### config.mk
export PLATFORM = sky130hd
export DESIGN_NAME = bpsk_phase_gen
export DESIGN_NICKNAME = d
export VERILOG_FILES = /design/src/rtl/bpsk_phase_gen_pkg.sv /design/src/rtl/bpsk_symbol_timer.sv /design/src/rtl/bpsk_phase_gen.sv
export SDC_FILE = /design/constraint.sdc
export NUM_CORES = 1
export LEC_CHECK = 0
export ABC_AREA = 1
export BUFFER_PORTS_ARGS = -buffer_cell sky130_fd_sc_hd__buf_2
export CELL_PAD_IN_SITES_DETAIL_PLACEMENT = 1
export CELL_PAD_IN_SITES_GLOBAL_PLACEMENT = 2
export CORE_MARGIN = 1.5
export CORE_UTILIZATION = 37
export CTS_BUF_LIST = sky130_fd_sc_hd__clkbuf_4
export CTS_CLUSTER_SIZE = 28
export DETAILED_ROUTE_END_ITERATION = 8
export PLACE_DENSITY_LB_ADDON = 0.1
export SETUP_SLACK_MARGIN = 0.15
export SLEW_MARGIN = 0
export SYNTH_ARGS = -nofsm -noshare
export SYNTH_HDL_FRONTEND = slang
export SYNTH_HIERARCHICAL = 1
export SYNTH_SLANG_ARGS = --single-unit
### constraint.sdc
create_clock -name clk -period 6.3 [get_ports clk]
set_clock_uncertainty 0.05 [all_clocks]
set_input_delay 0.945 -clock clk [delete_from_list [all_inputs] [get_ports clk]]
set_output_delay 0.945 -clock clk [all_outputs]
set_load 0.01 [all_outputs]
### src/rtl/bpsk_phase_gen_pkg.sv
// bpsk_phase_gen_pkg: shared defaults, derived constants and FSM state type for the BPSK phase generator
package bpsk_phase_gen_pkg;
   localparam int DATA_WIDTH_DEF      = 12;
   localparam int SINE_RESOLUTION_DEF = 20;
   localparam int CYCLES_PER_BIT_DEF  = 2;
   localparam int HALF_RES            = SINE_RESOLUTION_DEF / 2;
   typedef enum logic {IDLE, RUN} state_t;
endpackage

### src/rtl/bpsk_symbol_timer.sv
// bpsk_symbol_timer: carrier phase and period counters marking the last cycle of each symbol
module bpsk_symbol_timer #(
   parameter int DATA_WIDTH      = 12,
   parameter int SINE_RESOLUTION = 20,
   parameter int CYCLES_PER_BIT  = 2,
   parameter int PW              = 1
) (
   input  logic                  clk,
   input  logic                  rst_n,
   input  logic                  run,
   input  logic                  load,
   output logic [DATA_WIDTH-1:0] phase_cnt,
   output logic [PW-1:0]         period_cnt,
   output logic                  last
);
   localparam logic [DATA_WIDTH-1:0] LAST_PH  = DATA_WIDTH'(SINE_RESOLUTION - 1);
   localparam logic [PW-1:0]         LAST_PER = PW'(CYCLES_PER_BIT - 1);
   logic wrap;
   assign wrap = phase_cnt == LAST_PH;
   assign last = run && wrap && period_cnt == LAST_PER;
   // step the phase every running cycle and the period on each phase wrap; a transfer restarts both
   always_ff @(posedge clk or negedge rst_n) begin
      if (!rst_n) begin
         phase_cnt  <= '0;
         period_cnt <= '0;
      end else if (load) begin
         phase_cnt  <= '0;
         period_cnt <= '0;
      end else if (run) begin
         phase_cnt <= wrap ? '0 : phase_cnt + 1'b1;
         if (wrap) period_cnt <= period_cnt == LAST_PER ? '0 : period_cnt + 1'b1;
      end
   end
endmodule

### src/rtl/bpsk_phase_gen.sv
// bpsk_phase_gen: BPSK sine-table phase source; define BPSK_DIFF_EN for differential encoding
module bpsk_phase_gen
   import bpsk_phase_gen_pkg::*;
#(
   parameter int DATA_WIDTH      = DATA_WIDTH_DEF,
   parameter int SINE_RESOLUTION = SINE_RESOLUTION_DEF,
   parameter int CYCLES_PER_BIT  = CYCLES_PER_BIT_DEF
) (
   input  logic                  clk,
   input  logic                  rst_n,
   input  logic                  bit_data,
   input  logic                  bit_valid,
   output logic                  bit_ready,
   output logic [DATA_WIDTH-1:0] phase,
   output logic                  phase_valid,
   output logic                  symbol_start
);
   localparam int PW = CYCLES_PER_BIT > 1 ? $clog2(CYCLES_PER_BIT) : 1;
   localparam logic [DATA_WIDTH-1:0] HALF  = DATA_WIDTH'(SINE_RESOLUTION / 2);
   localparam logic [DATA_WIDTH:0]   RES_X = (DATA_WIDTH + 1)'(SINE_RESOLUTION);
   state_t state, state_next;
   logic [DATA_WIDTH-1:0] phase_cnt, cur_offset, new_offset, phase_next;
   logic [PW-1:0] period_cnt;
   logic last, xfer;
   logic [DATA_WIDTH:0] sum;
   bpsk_symbol_timer #(
      .DATA_WIDTH(DATA_WIDTH),
      .SINE_RESOLUTION(SINE_RESOLUTION),
      .CYCLES_PER_BIT(CYCLES_PER_BIT),
      .PW(PW)
   ) u_timer (
      .clk(clk),
      .rst_n(rst_n),
      .run(state == RUN),
      .load(xfer),
      .phase_cnt(phase_cnt),
      .period_cnt(period_cnt),
      .last(last)
   );
   assign bit_ready = state == IDLE || last;
   assign xfer      = bit_valid && bit_ready;
`ifdef BPSK_DIFF_EN
   logic [DATA_WIDTH-1:0] prev_offset;
   assign new_offset = bit_data ? prev_offset : (prev_offset == '0 ? HALF : '0);
   // remember the last transmitted offset so each zero bit flips the carrier; survives underflow
   always_ff @(posedge clk or negedge rst_n) begin
      if (!rst_n) prev_offset <= '0;
      else if (xfer) prev_offset <= new_offset;
   end
`else
   assign new_offset = bit_data ? '0 : HALF;
`endif
   // next state: leave IDLE on a transfer, fall back to IDLE when a symbol ends with no new bit
   always_comb begin
      state_next = state;
      state_next = state == IDLE ? (xfer ? RUN : IDLE) : (last && !xfer ? IDLE : RUN);
   end
   // table index with the symbol offset folded back into 0..SINE_RESOLUTION-1
   always_comb begin
      sum        = {1'b0, phase_cnt} + {1'b0, cur_offset};
      phase_next = DATA_WIDTH'(sum >= RES_X ? sum - RES_X : sum);
   end
   // state register and offset captured with each accepted bit
   always_ff @(posedge clk or negedge rst_n) begin
      if (!rst_n) begin
         state      <= IDLE;
         cur_offset <= '0;
      end else begin
         state <= state_next;
         if (xfer) cur_offset <= new_offset;
      end
   end
   // registered outputs, one cycle behind the counters
   always_ff @(posedge clk or negedge rst_n) begin
      if (!rst_n) begin
         phase        <= '0;
         phase_valid  <= 1'b0;
         symbol_start <= 1'b0;
      end else begin
         phase        <= state == RUN ? phase_next : '0;
         phase_valid  <= state == RUN;
         symbol_start <= state == RUN && phase_cnt == '0 && period_cnt == '0;
      end
   end
endmodule
# Word level (Yosys, flattened, before mapping)

Cells that the tools add are included.

Add/subtract/negate cells: 4
Order comparisons: 1
Equality and inequality tests: 1
Muxes and demuxes: 13
Bitwise operators: 2
Reductions and logical operators: 12

Operator list:

| cell                                                                                 | number |
|---|---|
| 12-bit 2-to-1 mux                                                                    | 5 |
| 12-bit by 12-bit adder with 13-bit output                                            | 1 |
| 13-bit by 5-bit greater-or-equal comparator with 1-bit output, second input constant | 1 |
| 12-bit by 1-bit adder with 12-bit output, second input constant                      | 1 |
| 12-bit by 5-bit == test with 1-bit output, second input constant                     | 1 |
| 12-bit logical NOT                                                                   | 1 |
| 12-bit by 5-bit subtractor with 12-bit output, second input constant                 | 1 |
| 1-bit 2-to-1 mux                                                                     | 7 |
| 1-bit logical AND                                                                    | 6 |
| 4-bit 2-to-1 mux                                                                     | 1 |
| 2-bit nonzero test                                                                   | 2 |
| 1-bit inverter                                                                       | 2 |
| 2-bit AND reduction                                                                  | 1 |
| 1-bit adder, second input constant                                                   | 1 |
| 1-bit logical NOT                                                                    | 1 |
| 1-bit logical OR                                                                     | 1 |

Register bits after elaboration: 40
Input port bits: 4
Output and inout port bits: 15
Word-level logic and storage cells: 40

# Depth between registers and ports, before layout

Word-level depth: 9
Mapped depth: 16
Mapped depth without buffers: 16

# Cells and area by module

The synthesis kept the hierarchy.

By module, submodules not included:

| module            | times used | cells each | area an instance (um^2) | sequential area each (um^2) |
|---|---|---|---|---|
| bpsk_phase_gen    | 1          | 172        | 1204.9                  | 400.4 |
| bpsk_symbol_timer | 1          | 116        | 825.8                   | 325.3 |

# Worst setup path before layout

OpenSTA, ideal clock, no wires.

Path type: flip-flop to output port
Start point: register u_timer.phase_cnt[0]
End point: output bit_ready
Arrival: 1.363 ns
Data required time: 5.305 ns
Setup slack: 3.942 ns
Cell stages (with the launch flop): 9
Buffers on the path: 0
Cells stage by stage: dfrtp_1 > ha_1 > inv_1 > nor2_1 > nand2_1 > nor2_1 > nand3_1 > nor2_1 > or2_2

Longest elaborated chain between the ends: 4

Ends and longest elaborated chain:

| element                                   | line                    | RTL |
|---|---|---|
| from (decl)                               | bpsk_symbol_timer.sv:12 | `output logic [DATA_WIDTH-1:0] phase_cnt,` |
| from (signal assigned)                    | bpsk_symbol_timer.sv:30 | `phase_cnt <= wrap ? '0 : phase_cnt + 1'b1;` |
| 12-bit by 5-bit == test with 1-bit output | bpsk_symbol_timer.sv:19 | `assign wrap = phase_cnt == LAST_PH;` |
| 1-bit logical AND (2 in series)           | bpsk_symbol_timer.sv:20 | `assign last = run && wrap && period_cnt == LAST_PER;` |
| via last                                  | bpsk_phase_gen.sv:24    | `logic last, xfer;` |
| 1-bit logical OR                          | bpsk_phase_gen.sv:40    | `assign bit_ready = state == IDLE \|\| last;` |
| to (decl)                                 | bpsk_phase_gen.sv:13    | `output logic bit_ready,` |

The timed path passes the listed nets, and every way through them passes these cells.

# Worst setup path in the final report

Ends and elaborated chain as after synthesis.

==> metrics.md <==
| Metric | Value |
|---|---|
| Worst-path clk slew | 0.11 ns |
| Final setup TNS | 0 ns |
| YS warnings | 6 |
| Cell depth of the worst setup path | 9 |
| PostCTS Resize Cnt | 0 |
| Ant diodes | 0 |
| Worst skew pair latency | 0.34 ns |
| Sequential area share after synthesis | 35.7% |
| Critical path's slowest cell | dfrtp_1 |
| Cts hold-fix bufs | 0 |
| Startpoint class of the critical path | register |
| RSZ-0062 raised after global routing | no |
| Hold/Removal Path Class | register to register |
| Worst EP required | 5.30 ns |
| Global-route wire length before repair | 9.23 mm |
| CP cell instances | ha_1, inv_1, nor2_1, nand2_1, nor2_1, nand3_1, nor2_1, or2_2, buf_2 |
| Port bufs | 18 |
| VDD IR-drop max | 159 µV |
| Sw Pwr | 0.284 mW |
| Layout cells sized above 1 | 17.2% |
| Initial antenna violation count | 0 |
| Die ar. | 0.00594 mm² |
| Pint | 0.419 mW |
| Part of the cycle the worst path needs | 48.6% |
| Vias post-DR | 1,871 |
| RR Endpoint | u_timer/phase_cnt[4] |
| Clock sinks | 29 |
| DRC | 0 |
| Worst Path Max Fanout | 6 |
| Post-route antenna net violation count | 0 |
| Gate Count Post-Synth | 288 |
| Seq pwr share | 38.7% |
| TritonCTS buffer count | 5 |
| I/O pin count | 19 |
| Data arrival, critical path | 2.06 ns |
| H-tree depth | 2 |
| Clock Power Share | 22.5% |
| # fillers | 697 |
| Routed WL per cell | 13.7 µm |
| Total power | 0.703 mW |
| Run status | complete, no violations |
| Reg2Reg Setup Slack | 3.62 ns |
| Longest Clk Path Bufs | 2 |
| Slew margin rel. | 53.2% |
| CTS tree | done |
| Leak Pwr | 1.30 nW |
| Area contributors post-synth | dfrtp_1 (36%), nand2_1 (16%), inv_1 (7.4%) |
| Vias in the first global route | 1,955 |
| Post-CTS setup buffer count | 0 |
| Switching share of power | 40.4% |
| Die H | 77.1 µm |
| End of the critical path | bit_ready |
| Net Count, Synth | 298 |
| Drt via density | 4.87 |
| Row count | 26 |
| Clock Root Buffer | clkbuf_4 |
| Total Wirelength | 5.25 mm |
| Largest net degree at the start of global routing | 30 |
| Fmax | 327 MHz |
| Comb power frac | 38.8% |
| Max Slew Vio Count | 0 |
| 1st-pass router iterations | 4 |
| Worst slew pin tran | 0.702 ns |
| Critical path's top delay family | simple AND/OR/NAND/NOR gates |
| Final Critical Period | 3.06 ns |
| Crit end category | output port |
| Worst Path Buf+Inv | 2 |
| Fin. Hold Viols | 0 |
| Setup Crit Path Kind | register to output port |
| Remaining Overflow, GRT | 0 |
| Final Setup Violations | 0 |
| Netlist cell types | 27 |
| Synthesized area per cell | 7.05 µm² |
| R2r startpoint | u_timer/phase_cnt[0] |
| DP HPWL | 4.11 mm |
| Cell Area, Synth | 0.00203 mm² |
| Post-synthesis register bit count | 29 |
| DRT iter0 DRCs | 21 |
| Final hold slack | 0.509 ns |
| Syn-to-layout area delta | 12.6% |
| All-Layer GR Usage | 19.8% |
| Top-area cell type share of the netlist area | 35.7% |
| PD cells | 307 mW/mm² |
| Largest area contributor in the netlist | dfrtp_1 |
| Worst Setup SP | u_timer/phase_cnt[0] |
| Cells on worst reg2reg path | 15 |
| Die W | 77.1 µm |
| CP max stage delay | 0.48 ns |
| GPL Wtd Cong | 0.794 |
| MaxCap Viol Count | 0 |
| Initial core utilization | 39.0% |
| Nets@finish | 323 |
| Crit path top cell by count | nor2_1 |
| Core area | 0.00520 mm² |
## cells by family (layout without fill, tap and decap cells)
logic type,Yosys count,count (layout),share of synthesized area (%)
AND/OR/NAND/NOR,195,195,47.1
buffers and inverters,41,67,7.58
XOR/XNOR,7,7,3.02
AO/OA/AOI/OAI,10,10,2.90
flip-flops,29,29,35.7
adder cells (fa/ha/maj),6,6,3.70
## power by group through the flow
| stage | Combinational [mW] | Sequential [mW] | Clock, mW |
|---|---|---|---|
| 2_1_floorplan | 0.180 | 0.281 | 0 |
| 4_1_cts | 0.279 | 0.273 | 0.164 |
| 5_1_grt | 0.319 | 0.280 | 0.171 |
| 3_5_place_dp | 0.277 | 0.276 | 0 |
| 3_3_place_gp | 0.268 | 0.271 | 0 |
| 6_report | 0.273 | 0.272 | 0.158 |
## worst min-delay path, delay by kind of cell, from the launching register on
kind | cells | cell delay, ns
compound gates | 1 | 0.07
flops | 1 | 0.40
simple gates | 1 | 0.07
## worst min path at each step
stage                        from  depth (start not counted)  slack (ns)             to
detailed placement  cur_offset[1]                          2        0.49  cur_offset[1]
global route        cur_offset[1]                          2        0.58  cur_offset[1]
floorplan           cur_offset[1]                          2        0.43  cur_offset[1]
CTS                 cur_offset[1]                          2        0.52  cur_offset[1]
finish              cur_offset[1]                          2        0.51  cur_offset[1]
global placement    cur_offset[1]                          2        0.48  cur_offset[1]
## layout make-up
type | count | area [µm²] | share of cell area (%)
clock buffers | 5 | 37.5 | 1.64
clock inverters | 3 | 41.3 | 1.81
inverters | 41 | 154 | 6.73
multi-input cells | 218 | 1150 | 50.3
flip-flops and latches | 29 | 726 | 31.7
well taps | 70 | 87.6 | 3.83
repair buffers | 18 | 90.1 | 3.94
## state kept, by name, summed over array words and instances (netlist names)
signal and cells:
phase 12, u_timer/phase_cnt 12, cur_offset 1, phase_valid 1, state 1, symbol_start 1, u_timer/period_cnt 1
## cell usage in the layout, fill, tap and decap left out, drive strengths merged, types with 5 or more instances in the layout
master  Yosys  routed
buf         0      18
xor2        5       5
clkbuf      0       5
nand4       9       9
ha          6       6
dfrtp      29      29
nor2       49      49
nand2      97      97
inv        40      40
o21ai       7       7
nand3      29      29
nor3        5       5
## Yosys cell counts
| cell type | instances |
|---|---|
| nor4_1 | 2 |
| a21oi_1 | 2 |
| nand4_1 | 9 |
| nand2_1 | 84 |
| nor2_8 | 2 |
| xnor2_1 | 2 |
| clkinv_1 | 1 |
| nor3_1 | 4 |
| inv_1 | 40 |
| nor2_2 | 5 |
| nor2_1 | 39 |
| o21ai_0 | 4 |
| o22ai_1 | 1 |
| nand2_2 | 8 |
| xor2_1 | 5 |
| or4_1 | 1 |
| or2_2 | 2 |
| o21ai_2 | 2 |
| nand3_2 | 1 |
| nor2_4 | 3 |
| nor3b_1 | 1 |
| o21ai_1 | 1 |
| dfrtp_1 | 29 |
| nand3_1 | 28 |
| nor3_4 | 1 |
| nand2_4 | 5 |
| ha_1 | 6 |
## stage by stage
stage	util (%)	cell area, µm²	worst slack, ns	std cells
floorplan	-	2030	3.94	288
global placement	42.4	2210	3.65	376
detailed placement	42.4	2210	3.62	376
CTS	43.9	2290	3.22	384
global route	43.9	2290	3.07	384
finish	43.9	2290	3.24	384
## per-layer routing
metal / vias to the layer above / share of wire, % / GRT usage [%]
li1: 958 / - / -
met1: 891 / 45 / 23.4
met2: 16 / 52 / 36.2
met3: 6 / 2.3 / 3.93
met4: 0 / 1.2 / 5.45
met5: - / 0 / 0
Note: power is estimated with default switching activity, not from simulation.
